File: config.mk
export PLATFORM = sky130hd
export DESIGN_NAME = debug_cmd_ctrl
export DESIGN_NICKNAME = d
export VERILOG_FILES = /design/src/rtl/debug_cmd_pkg.sv /design/src/rtl/probe_sync.sv /design/src/rtl/debug_cmd_ctrl.sv
export SDC_FILE = /design/constraint.sdc
export NUM_CORES = 1
export LEC_CHECK = 0
export BUFFER_PORTS_ARGS = -buffer_cell sky130_fd_sc_hd__buf_2
export CAP_MARGIN = 10
export CORE_MARGIN = 4
export CORE_UTILIZATION = 50
export DETAILED_ROUTE_END_ITERATION = 7
export PLACE_DENSITY = 0.85
export SKIP_CTS_REPAIR_TIMING = 1
export SLEW_MARGIN = 20
export SYNTH_ARGS = -nofsm -noshare
export SYNTH_HDL_FRONTEND = slang
export SYNTH_HIERARCHICAL = 1
export SYNTH_SLANG_ARGS = --single-unit
File: constraint.sdc
create_clock -name iCE_CLK -period 1.84 [get_ports iCE_CLK]
set_input_delay 0.184 -clock iCE_CLK [delete_from_list [all_inputs] [get_ports iCE_CLK]]
set_output_delay 0.184 -clock iCE_CLK [all_outputs]
set_load 0.02 [all_outputs]
File: src/rtl/debug_cmd_pkg.sv
// Shared constants, state encoding and small helpers for the debug command controller.
// Opcode and reply byte values match the host-side debug tool.
package debug_cmd_pkg;

    localparam logic [7:0] OP_READ   = 8'h52;
    localparam logic [7:0] OP_WRITE  = 8'h57;
    localparam logic [7:0] OP_ECHO   = 8'h45;
    localparam logic [7:0] OP_STATUS = 8'h53;

    localparam logic [7:0] ACK = 8'h06;
    localparam logic [7:0] NAK = 8'h15;

    localparam logic [7:0] ERR_MAX = 8'hFF;

    typedef enum logic [2:0] {
        ST_IDLE,
        ST_ARG,
        ST_EXEC,
        ST_TX_REQ,
        ST_TX_WAIT
    } state_e;

    function automatic logic needs_arg(input logic [7:0] op);
        return (op == OP_WRITE) || (op == OP_ECHO);
    endfunction

    function automatic logic is_known_op(input logic [7:0] op);
        return (op == OP_READ) || (op == OP_WRITE) || (op == OP_ECHO) || (op == OP_STATUS);
    endfunction

    // Error counter sticks at ERR_MAX so a flood of errors stays visible.
    function automatic logic [7:0] sat_inc(input logic [7:0] v);
        return (v == ERR_MAX) ? v : v + 8'd1;
    endfunction

endpackage

File: src/rtl/probe_sync.sv
// Two-flop synchroniser for the asynchronous probe pins.
// Both stages clear on reset so 'R' reads zero until real samples arrive.
module probe_sync #(
    parameter int W = 8
) (
    input  logic         clk_i,
    input  logic         rst_n_i,
    input  logic [W-1:0] d_i,
    output logic [W-1:0] q_o
);

    logic [W-1:0] meta_q;
    logic [W-1:0] sync_q;

    always_ff @(posedge clk_i or negedge rst_n_i) begin
        if (!rst_n_i) begin
            meta_q <= '0;
            sync_q <= '0;
        end else begin
            meta_q <= d_i;
            sync_q <= meta_q;
        end
    end

    assign q_o = sync_q;

endmodule

File: src/rtl/debug_cmd_ctrl.sv
// Byte-command controller between UART receiver and transmitter: parses opcode/argument,
// executes, and sends one reply byte. Define DEBUG_CMD_TIMEOUT_EN to build the ARG timeout.
//
// state      | meaning
// -----------+---------------------------------------------------------------
// ST_IDLE    | waiting for an opcode byte
// ST_ARG     | opcode latched, waiting for its argument byte
// ST_EXEC    | one cycle: compute reply, apply LED write
// ST_TX_REQ  | reply ready, waiting for transmitter to be free
// ST_TX_WAIT | tx_start issued, waiting for transmitter to finish
module debug_cmd_ctrl
    import debug_cmd_pkg::*;
#(
    parameter int TIMEOUT_CYCLES = 1200000,
    parameter int LED_W          = 4
) (
    input  logic             iCE_CLK,
    input  logic             rst_n,
    input  logic [7:0]       rx_byte,
    input  logic             rx_valid,
    input  logic [7:0]       probe_in,
    input  logic             tx_busy,
    output logic [7:0]       tx_byte,
    output logic             tx_start,
    output logic [LED_W-1:0] led,
    output logic             cmd_err,
    output logic             busy
);

    state_e           state_q;
    logic [7:0]       opcode_q;
    logic [7:0]       arg_q;
    logic [7:0]       tx_byte_q;
    logic             tx_start_q;
    logic [LED_W-1:0] led_q;
    logic             cmd_err_q;
    logic [7:0]       err_count_q;
    logic [7:0]       err_count_d;

    logic [7:0]       probe_s;
    logic             overrun;
    logic             nak;
    logic             timeout;
    logic             err_event;

    probe_sync #(.W(8)) u_probe_sync (
        .clk_i   (iCE_CLK),
        .rst_n_i (rst_n),
        .d_i     (probe_in),
        .q_o     (probe_s)
    );

    assign overrun = rx_valid && ((state_q == ST_EXEC) || (state_q == ST_TX_REQ) ||
                                  (state_q == ST_TX_WAIT));
    assign nak     = (state_q == ST_EXEC) && !is_known_op(opcode_q);

`ifdef DEBUG_CMD_TIMEOUT_EN
    localparam int TMR_W = (TIMEOUT_CYCLES > 1) ? $clog2(TIMEOUT_CYCLES) : 1;
    localparam logic [TMR_W-1:0] TMR_LOAD = TMR_W'(TIMEOUT_CYCLES - 1);

    logic [TMR_W-1:0] timer_q;

    // Reloaded on every entry to ARG; terminal count ends the wait.
    always_ff @(posedge iCE_CLK or negedge rst_n) begin
        if (!rst_n) begin
            timer_q <= '0;
        end else if ((state_q == ST_IDLE) && rx_valid && needs_arg(rx_byte)) begin
            timer_q <= TMR_LOAD;
        end else if ((state_q == ST_ARG) && (timer_q != '0)) begin
            timer_q <= timer_q - TMR_W'(1);
        end
    end

    assign timeout = (state_q == ST_ARG) && !rx_valid && (timer_q == '0);
`else
    logic unused_timeout_cfg;
    assign unused_timeout_cfg = |TIMEOUT_CYCLES;
    assign timeout            = 1'b0;
`endif

    // Coincident error sources collapse into a single count and a single pulse.
    assign err_event   = overrun || nak || timeout;
    assign err_count_d = err_event ? sat_inc(err_count_q) : err_count_q;

    always_ff @(posedge iCE_CLK or negedge rst_n) begin
        if (!rst_n) begin
            state_q     <= ST_IDLE;
            opcode_q    <= '0;
            arg_q       <= '0;
            tx_byte_q   <= '0;
            tx_start_q  <= 1'b0;
            led_q       <= '0;
            cmd_err_q   <= 1'b0;
            err_count_q <= '0;
        end else begin
            tx_start_q  <= 1'b0;
            cmd_err_q   <= err_event;
            err_count_q <= err_count_d;
            unique case (state_q)
                ST_IDLE: begin
                    if (rx_valid) begin
                        opcode_q <= rx_byte;
                        state_q  <= needs_arg(rx_byte) ? ST_ARG : ST_EXEC;
                    end
                end
                ST_ARG: begin
                    if (rx_valid) begin
                        arg_q   <= rx_byte;
                        state_q <= ST_EXEC;
                    end else if (timeout) begin
                        state_q <= ST_IDLE;
                    end
                end
                ST_EXEC: begin
                    case (opcode_q)
                        OP_READ:   tx_byte_q <= probe_s;
                        OP_WRITE: begin
                            led_q     <= arg_q[LED_W-1:0];
                            tx_byte_q <= ACK;
                        end
                        OP_ECHO:   tx_byte_q <= arg_q;
                        OP_STATUS: tx_byte_q <= err_count_q;
                        default:   tx_byte_q <= NAK;
                    endcase
                    state_q <= ST_TX_REQ;
                end
                ST_TX_REQ: begin
                    if (!tx_busy) begin
                        tx_start_q <= 1'b1;
                        state_q    <= ST_TX_WAIT;
                    end
                end
                ST_TX_WAIT: begin
                    // tx_start_q is high only in the first TX_WAIT cycle, before busy can rise.
                    if (!tx_start_q && !tx_busy) begin
                        state_q <= ST_IDLE;
                    end
                end
                default: state_q <= ST_IDLE;
            endcase
        end
    end

    assign tx_byte  = tx_byte_q;
    assign tx_start = tx_start_q;
    assign led      = led_q;
    assign cmd_err  = cmd_err_q;
    assign busy     = (state_q != ST_IDLE);

endmodule

; Word level (Yosys, flattened, before mapping)
; Cells that the tools add are included.
[classes]
mux = 9
n_bitwise = 1
add_sub_neg = 1
n_reduce_logical = 20
eq_ne = 15
[ops]
columns = cell, n
row1 = "8-bit by 7-bit == test with 1-bit output, second input constant", 6
row2 = 8-bit one-hot mux with 4 select lines, 1
row3 = 3-bit one-hot mux with 5 select lines, 1
row4 = 3-bit two-way mux, 4
row5 = "8-bit by 1-bit adder with 8-bit output, second input constant", 1
row6 = "8-bit == test, second input constant", 1
row7 = 2-bit AND reduction, 4
row8 = 1-bit logical OR, 7
row9 = "3-bit by 2-bit == test with 1-bit output, second input constant", 2
row10 = "2-bit inequality test, second input constant", 3
row11 = 4-bit AND reduction, 1
row12 = "3-bit by 1-bit == test with 1-bit output, second input constant", 1
row13 = "3-bit == test, second input constant", 1
row14 = 1-bit logical AND, 3
row15 = 1-bit logical NOT, 3
row16 = 3-bit logical NOT, 1
row17 = 3-bit nonzero test, 1
row18 = 1-bit two-way mux, 2
row19 = 2-bit two-way mux, 1
row20 = "2-bit by 1-bit inequality test with 1-bit output, second input constant", 1
row21 = 1-bit NOT, 1
[totals]
word_cells = 56
inputBits = 20
regBits = 57
output_inout_bits = 15

; Logic depth before layout (Yosys ltp)
; Gate-level depths: netlist of run 1.
[depth]
ltp_word = 8
depth_mapped = 7
mapped_depth_nobuf = 5

; Hierarchy
; Netlist of run 1, hierarchy kept.
[modules_own_cells]
columns = mod, cells_each, seq_area_each_um2, n_inst, area_per_inst_um2
row1 = debug_cmd_ctrl, 173, 1026.0, 1, 2008.2
row2 = probe_sync, 16, 400.4, 1, 400.4

; Worst setup path before layout of run 1
; No wires, ideal clock.
[synth_timing]
path_kind = register -> register
start = register state_q[0]
end = register err_count_q[7]
n_path_buf = 2
arrival_ns = 1.860
path_stages_with_launch = 8
period_less_slack_ns = 1.988
t_required_ns = 1.713
setup_time_ns = 0.127
slack_ns = -0.148
path_cell_list = dfrtp_1 buf_6 or3b_1 buf_6 a311o_1 o211ai_2 nand4_1 mux2_1
[synth_via]
elab_chain_len = 6
word_cells_on_any_way = 9
classes_between = eq/ne (3) / reduce/logical (6)
[synth_rtl]
columns = item, line
row1 = from (decl), debug_cmd_ctrl.sv:30  ; state_e state_q;
row2 = from (signal assigned), debug_cmd_ctrl.sv:103  ; state_q <= needs_arg(rx_byte) ? ST_ARG : ST_EXEC;
row3 = "3-bit by 2-bit == test with 1-bit output, on equally long branches", "debug_cmd_ctrl.sv:53, debug_cmd_ctrl.sv:55"
row4 = 1-bit logical OR (2 in a row), debug_cmd_ctrl.sv:53  ; assign overrun = rx_valid && ((state_q == ST_EXEC) || (state_q == ST_TX_REQ) ||
row5 = 1-bit logical AND, debug_cmd_ctrl.sv:53
row6 = 1-bit logical OR (*), debug_cmd_ctrl.sv:82  ; assign err_event = overrun || nak || timeout;
row7 = named net err_event, debug_cmd_ctrl.sv:44  ; logic err_event;
row8 = 2-bit AND reduction (no source line) (*), -
row9 = to (signal assigned), debug_cmd_ctrl.sv:98  ; err_count_q <= err_count_d;
row10 = to (decl), debug_cmd_ctrl.sv:37  ; logic [7:0] err_count_q;
; The timed path passes the listed nets; every way through them passes the cells marked *.
; A chain may end at the register's enable or synchronous reset.

; Final worst setup path of run 1
[layout_timing]
start = register state_q[2]
end = register err_count_q[7]
; The elaborated chain is that of the path after synthesis.

==> results.toml, run 1 <==
[timing]
slew_violations = 0
setup-violations-final = 0
fin_setup_tns_ps = 0
fin_crit_sh_pct = 99.97
rsz0062_at_grt = "true"
worstMarginPinSlew_ps = 595.2
hold_viol_final = 0
fmax_mhz = 543.6
fin_worst_skew_ps = 10.01
slew_headroom_pct = 60.32
post-route-min-period_ps = 1839

[place]
hpwlAfterDp_um = 3795
place.gp.congestion = 0.8696
place_inst = 297
numPortBuffers = 34

[grt]
grt_overflow = 0
grt_pass1_vias = 1766
antenna_found_initial = 0
track_usage_pct = 19.23
grt_first_pass_wirelength_um = 8680
grt_start_max_net_pins = 33

[clocking]
clkSinkCount = 57
cts_buffer_depth = 2
cts_tree = "built"
cts-root-buf = "clkbuf_8"
cts-buffers-inserted = 9
clock_latency_ps = 340
clk_pin_slew_ps = 70
htree_levels = 3

[route]
drt-total-wl_um = 5397
drt-wirelength-per-cell_um = 16.76
ant_nets = 0
drc = 0
dr_total_vias = 1833
viasPerCell = 5.693
drtIter0Drc = 157
dr.pass1.iters = 4

[floorplanning]
fp.dieH_um = 77.41
io-pin-count = 35
die-width_um = 77.41
std_cell_rows = 24
core_area_sq_um = 4504
die_area_sq_um = 5992
initial_core_util_pct = 53.47

[critical_path]
crit_arrival_ps = 2070
cp-start-kind = "flip-flop"
path_class = "flip-flop to flip-flop"
cp-end-kind = "flip-flop"
cp_data_required_time_ps = 2070
r2r_slack_ps = 0.5
crit_fanout = 5

[logic_synthesis]
syn-num-nets = 210
synthTopCellsByArea = "dfrtp_1 59%, mux2_2 11%, nor2_1 1.9%"
async_flop_share_pct = 100.0
synth_ff_type = "dfrtp_1"
ys_seq_area_share_pct = 59.22
synth_seq_cells = 57
synth_commonest_cells = "57 x dfrtp_1, 24 x mux2_2, 12 x nor2_1"
yosysTopAreaCellShare_pct = 59.22
synth_warnings = 6
synth-edff-count = 0
avgSynthCellArea_sq_um = 12.74
syn_area_sq_um = 2409
synth_top_area_cell = "dfrtp_1"
synth.most_common_cell = "dfrtp_1"
syn_inst = 189
yosysUniqueCellTypes = 42

[power]
vdd_drop_max_mv = 1.089
power_density_nw_per_um2 = 1655
cellLeakagePower_uw = 0.001452
p_total_uw = 5264

[hold_path]
hold_class = "input port to flip-flop"

[cells_and_area]
syn_to_final_growth_pct = 32.10
layoutNonFillerInstCount = 322
post_route_cells_drive_above_1_share_pct = 41.11
num-nets-final = 286
final_util_pct = 70.64
antenna_cells = 0

[outcome]
status = "finished clean"

[run]
max_cap_viol_count = 0
-- stage by stage --
step	worst slack (ps)	hold WS (ps)	instance area (sq um)
2_1_floorplan	-123.1	-111.6	2437
3_3_place_gp	-14.07	208.4	2854
3_5_place_dp	-55.09	217.8	2854
4_1_cts	-67.82	-154.0	3074
5_1_grt	-154.2	36.50	3182
6_report	0.5265	45.08	3182
-- per-layer routing --
metal	global-route usage, %	up-vias	part of all wire (%)
met4	9.786	0	2.4
met2	27.12	72	47
met3	6.944	10	8.2
met5	0	-	0
li1	-	852	-
met1	26.21	899	42
-- layout make-up --
type                            count  area (sq um)
Timing Repair Buffer               71         483.0
Multi-Input combinational cell    124         979.7
Tap cell                           52         65.06
Clock inverter                      5         78.83
Sequential cell                    57          1426
Clock buffer                       11         141.4
Fill cell                         302          1323
Inverter                            2         7.507
-- cell usage in the layout (no fill, tap or decap), types with 4 or more instances in the layout --
master / instances
dfrtp_1: 57
mux2_2: 20
a21oi_1: 7
o21ai_0: 4
xnor2_1: 5
nand2_1: 11
nor2_1: 11
mux2_4: 5
buf_2: 34
clkbuf_8: 10
buf_4: 27
nand2b_1: 5
nand3_1: 6
a221oi_1: 4
and3_1: 5
dlygate4sd3_1: 9
nand4_1: 4
a32o_1: 4
-- power by group --
part,internal (uW),switching [uW],leakage [uW]
Clock,797,488,0.000113
Combinational,1040,1010,0.000653
Sequential,1640,303,0.000686
Total,3470,1800,0.00145
-- flip-flops by register name, summed over array words and instances (netlist names) --
name and flops:
arg_q 8, err_count_q 8, opcode_q 8, tx_byte 8, tx_start 1, state_q 3, led 4, cmd_err 1
u_probe_sync/q_o 8, u_probe_sync/meta_q 8
-- final timing paths --
check / cells after the start / end / start
hold / removal: 2 / tx_start / tx_busy
setup reg to reg: 5 / err_count_q[7] / state_q[2]
min in group asynchronous: 2 / tx_byte[4] / rst_n
max in group asynchronous: 3 / tx_start / rst_n
setup / recovery: 5 / err_count_q[7] / state_q[2]
hold reg to reg: 0 / u_probe_sync/q_o[6] / u_probe_sync/meta_q[6]
-- worst max-delay path, stage by stage (launching register included) --
cell	delay, ps
dfrtp_1	380
or3b_4	430
a311o_1	320
o211ai_4	140
nand4_1	150
mux2_4	320
-- cell families (layout without fill, tap and decap cells) --
logic type / after synthesis / after routing / synth area share [%]
compound gates: 32 / 32 / 10.03
simple gates: 60 / 60 / 14.23
xor+xnor: 5 / 5 / 1.818
buf+inv: 8 / 89 / 2.026
flops: 57 / 57 / 59.22
fa+ha+maj: 1 / 1 / 0.5194
mux: 26 / 26 / 12.16
Note: power is estimated with default switching activity, not from simulation.
==> run 2: changes to the inputs <==
GPL_TIMING_DRIVEN = 0   (was default)
MAX_ROUTING_LAYER = met4   (was default)
==> run 2 against run 1 <==
The run now ends with negative setup slack left; utilization fell by 1.5 points; clock power shrank 21%; sequential share of layout area up 0.95 points; hold slack better by 3.0 ps; global-route usage is 0.31 points lower; setup slack worse by 210 ps; power decreased by 4.3%.
==> results.toml, run 2 (synthesized netlist as in run 1, its figures left out) <==
[outcome]
status = "complete, but fails checks"
violations = "negative setup slack"

[critical_path]
crit_fanout = 8
rr_startpoint = "state_q[0]"
path_class = "flip-flop to flip-flop"
cp_data_required_time_ps = 2060
cp_top_family = "simple AND/OR/NAND/NOR gates"
crit_start = "state_q[0]"
crit_path_cell_trace = "buf_6, or3b_1, buf_6, a311o_1, o211ai_4, nand4_1, mux2_4"
cp_slowest_cell = "dfrtp_1"
cp_common_cell = "buf_6"
cp-start-kind = "flip-flop"
critPathBufInv = 2
r2r_slack_ps = -200
max_stage_delay_ps = 380
crit_arrival_ps = 2270
cp-end-kind = "flip-flop"

[clocking]
cts-buffers-inserted = 9
cts_tree = "built"
clk_pin_slew_ps = 60
htree_levels = 3
clock_latency_ps = 340
cts-root-buf = "clkbuf_8"
cts_buffer_depth = 2
clkSinkCount = 57

[floorplanning]
initial_core_util_pct = 53.47
die-width_um = 77.41
std_cell_rows = 24
die_area_sq_um = 5992
io-pin-count = 35
core_area_sq_um = 4504
fp.dieH_um = 77.41

[grt]
busiest_layer = "met2"
grt_use_met2_pct = 27.37
grt_pass1_vias = 1695
grt_use_met1_pct = 23.92
gr-usage-met3_pct = 4.167
grt_start_max_net_pins = 58
grt_overflow = 0
track_usage_pct = 18.92
grt_first_pass_wirelength_um = 8335
antenna_found_initial = 0

[power]
vdd_drop_max_mv = 0.8049
cellLeakagePower_uw = 0.001410
power_density_nw_per_um2 = 1618

[place]
numPortBuffers = 34
dpl_worst_slack_ps = -242.6
hpwlAfterDp_um = 3476
place.gp.congestion = 0.8773

[timing]
fmax_mhz = 489.1
slew_headroom_pct = 53.57
fin_crit_sh_pct = 111.1
hold_slack_ps = 48.06
hold_viol_final = 0
fin_ws_ps = -204.7
post-route-min-period_ps = 2045
rsz0062_at_grt = "true"
fin_worst_skew_ps = 7.405
slew_violations = 0
worstMarginPinSlew_ps = 696.5
setup-violations-final = 13

[route]
drt-total-wl_um = 5302
drtIter0Drc = 128
viasPerCell = 5.659
dr_total_vias = 1777
ant_nets = 0
dr.pass1.iters = 4
drt-wirelength-per-cell_um = 16.89
drc = 0

[cells_and_area]
fillers = 336
multi_input_comb_area_sq_um = 1033
mostFrequentLayoutCell = "dfrtp_1"
antenna_cells = 0
post_route_cells_drive_above_1_share_pct = 40.84
final_cell_mix = "57 x dfrtp_1, 33 x buf_2, 20 x mux2_2"
syn_to_final_growth_pct = 29.35
num-nets-final = 278
seqCellArea_sq_um = 1426

[hold_path]
hold_class = "input port to flip-flop"
hp-start = "tx_busy"

[run]
max_cap_viol_count = 0
run 2: changes by cell type in the layout (fill, tap and decap cells not counted), moves of 2 or more:
cell	delta
buf_4	-11
clkinv_2	+3
a221oi_1	-2
a221oi_2	+2
buf_6	+2
bufinv_16	-2
clkbuf_2	+2
run 2: cell type report:
class / count / share of cell area, %
Sequential cell: 57 / 45.78
Multi-Input combinational cell: 124 / 33.17
Timing Repair Buffer: 57 / 11.81
Clock buffer: 10 / 4.418
Tap cell: 52 / 2.088
Buffer: 6 / 1.406
Clock inverter: 6 / 1.084
Inverter: 2 / 0.2410
run 2: path summary, 6_finish.rpt:
kind	end	depth (start not counted)
max in group asynchronous	led[0]	2
hold reg to reg	u_probe_sync/q_o[7]	0
min in group asynchronous	tx_byte[0]	2
hold / removal	tx_start	2
setup / recovery	err_count_q[7]	7
setup reg to reg	err_count_q[7]	7
run 2: stage by stage:
step	TNS, ps	instances	total power, uW	cell area, sq um	util, %
after floorplan	-421.5	189	3118	2437	-
after global placement	-1874	275	3491	2673	59.33
after detailed placement	-2694	275	3578	2675	59.39
after CTS	-3245	291	4585	2846	63.19
after global routing	-2054	314	5348	3115	69.17
final	-1168	314	5040	3115	69.17
run 2: per-layer routing:
| metal | routed length (um) | up-vias |
|---|---|---|
| met5 | 0 | - |
| li1 | - | 841 |
| met2 | 2550 | 52 |
| met4 | 152 | 0 |
| met1 | 2355 | 872 |
| met3 | 244 | 12 |
run 2: worst register-to-register path, cell delays in order, from the launching register on:
cell	delay [ps]
dfrtp_1	380
buf_6	130
or3b_1	360
buf_6	140
a311o_1	300
o211ai_4	150
nand4_1	160
mux2_4	320
run 2: power breakdown:
part	internal (uW)	total (uW)	switching, uW
clock	514	1010	497
combinational	1030	2020	994
sequential	1630	2000	370
total	3180	5040	1860
==> run 3: changes to the inputs <==
CORE_ASPECT_RATIO = 0.9   (was default)
==> run 3 against run 2 <==
Maximum frequency about the same; power increased by 4.2%; non-clock buffer count decreased by 6; first-iteration DRC count increased by 21%; die area about the same; register-to-register slack about the same; setup slack got worse by 0.94 ps; the run still ends with negative setup slack left; utilization decreased by 0.097 points; critical path type unchanged.
==> results.toml, run 3 (synthesized netlist as in run 1, its figures left out) <==
[grt]
grt_start_max_net_pins = 58
antenna_found_initial = 0
grt_overflow = 0
grt_first_pass_wirelength_um = 7935
track_usage_pct = 18.77
grt_pass1_vias = 1635

[critical_path]
crit_fanout = 10
cp-start-kind = "flip-flop"
cp_slowest_cell = "or3b_4"
crit_arrival_ps = 2270
critPathBufInv = 2
r2r_cells = 7
path_class = "flip-flop to flip-flop"
r2r_slack_ps = -210
max_stage_delay_ps = 380
cp_top_family = "simple AND/OR/NAND/NOR gates"
cp-end-kind = "flip-flop"
crit_path_cell_trace = "buf_6, or3b_4, buf_6, a311o_1, o211ai_4, nand4_1, mux2_4"
cp_data_required_time_ps = 2060
timing.rr.end = "err_count_q[7]"
rr_startpoint = "state_q[1]"
cp_common_cell = "buf_6"

[timing]
slew_violations = 0
fmax_mhz = 488.8
worstMarginPinSlew_ps = 683.1
slew_headroom_pct = 54.46
setup-violations-final = 12
rsz0062_at_grt = "true"
post-route-min-period_ps = 2046
fin_setup_tns_ps = -1440
hold_viol_final = 0
fin_worst_skew_ps = 7.094
fin_crit_sh_pct = 111.2
fin_ws_ps = -205.7

[place]
hpwlAfterDp_um = 3312
place.gp.congestion = 0.9326
numPortBuffers = 34
place_inst = 285
dpl_worst_slack_ps = -233.0

[floorplanning]
die_area_sq_um = 5993
die-width_um = 81.16
std_cell_rows = 23
core_area_sq_um = 4547
io-pin-count = 35
initial_core_util_pct = 52.97
fp.dieH_um = 73.85

[run]
max_cap_viol_count = 0

[clocking]
htree_levels = 3
cts_buffer_depth = 2
cts-root-buf = "clkbuf_8"
clock_latency_ps = 340
clkSinkCount = 57
clk_pin_slew_ps = 60
cts_tree = "built"
cts-buffers-inserted = 9

[route]
dr.pass1.iters = 4
drt-wirelength-per-cell_um = 16.18
drt-total-wl_um = 5130
dr_total_vias = 1807
ant_nets = 0
drc = 0
viasPerCell = 5.700
drtIter0Drc = 155

[power]
cellLeakagePower_uw = 0.001399
vdd_drop_max_mv = 1.123
power_density_nw_per_um2 = 1672

[cells_and_area]
mostFrequentLayoutCell = "dfrtp_1"
num-nets-final = 272
final_cell_mix = "57 x dfrtp_1, 33 x buf_2, 20 x mux2_2"
post_route_cells_drive_above_1_share_pct = 39.61
syn_to_final_growth_pct = 30.39
layoutNonFillerInstCount = 317
antenna_cells = 0

[outcome]
violations = "negative setup slack"
status = "complete, but fails checks"

[hold_path]
hold_class = "input port to flip-flop"
hold-path-endpoint = "tx_start"
hold_depth = 2
hp-start = "tx_busy"
-- run 3: worst reg2reg max path: cells and delay by family, from the launching register on --
| kind | cells | cell delay (ps) |
|---|---|---|
| AND/OR/NAND/NOR | 2 | 540 |
| flip-flops | 1 | 340 |
| multiplexers | 1 | 310 |
| AO/OA/AOI/OAI | 2 | 480 |
| buffers and inverters | 2 | 270 |
-- run 3: layer usage --
layer  global-route usage (%)  wire, um  part of all wire (%)
met1                    24.56      2218                    43
met2                    27.35      2452                    48
met3                    6.985       329                   6.4
met4                    5.629       129                   2.5
met5                        -         0                     0
-- run 3: final cells by class --
| class | instances | area [sq um] |
|---|---|---|
| clock buffers | 13 | 168.9 |
| clock inverters | 2 | 60.06 |
| multi-input cells | 124 | 1022 |
| fillers | 329 | 1406 |
| flip-flops and latches | 57 | 1426 |
| plain buffers | 6 | 51.30 |
| repair buffers | 51 | 326.6 |
| well taps | 62 | 77.57 |
| inverters | 2 | 7.507 |
-- run 3: worst max-delay path by stage --
stage               startpoint        endpoint  slack (ps)  cells past startpoint
floorplan           state_q[0]  err_count_q[7]        -120                      7
global placement    state_q[0]  err_count_q[7]        -210                      7
detailed placement  state_q[0]  err_count_q[7]        -230                      7
CTS                 state_q[0]  err_count_q[7]        -240                      7
global route        state_q[1]  err_count_q[7]        -270                      7
finish              state_q[1]  err_count_q[7]        -210                      7
-- run 3: power breakdown --
group          internal [uW]  leakage (uW)  switching, uW
Sequential              1640      0.000686            362
Clock                    866      0.000116            463
Combinational            962      0.000597            961
Total                   3460       0.00140           1790
-- run 3: metrics by stage --
stage	total power [uW]	hold WS (ps)	utilization (%)	area (sq um)
global route	5555	45.04	69.07	3141
global placement	3492	291.7	59.05	2685
CTS	4919	-104.8	64.14	2917
finish	5250	49.00	69.07	3141
floorplan	3118	-111.6	-	2437
detailed placement	3570	267.8	59.11	2688
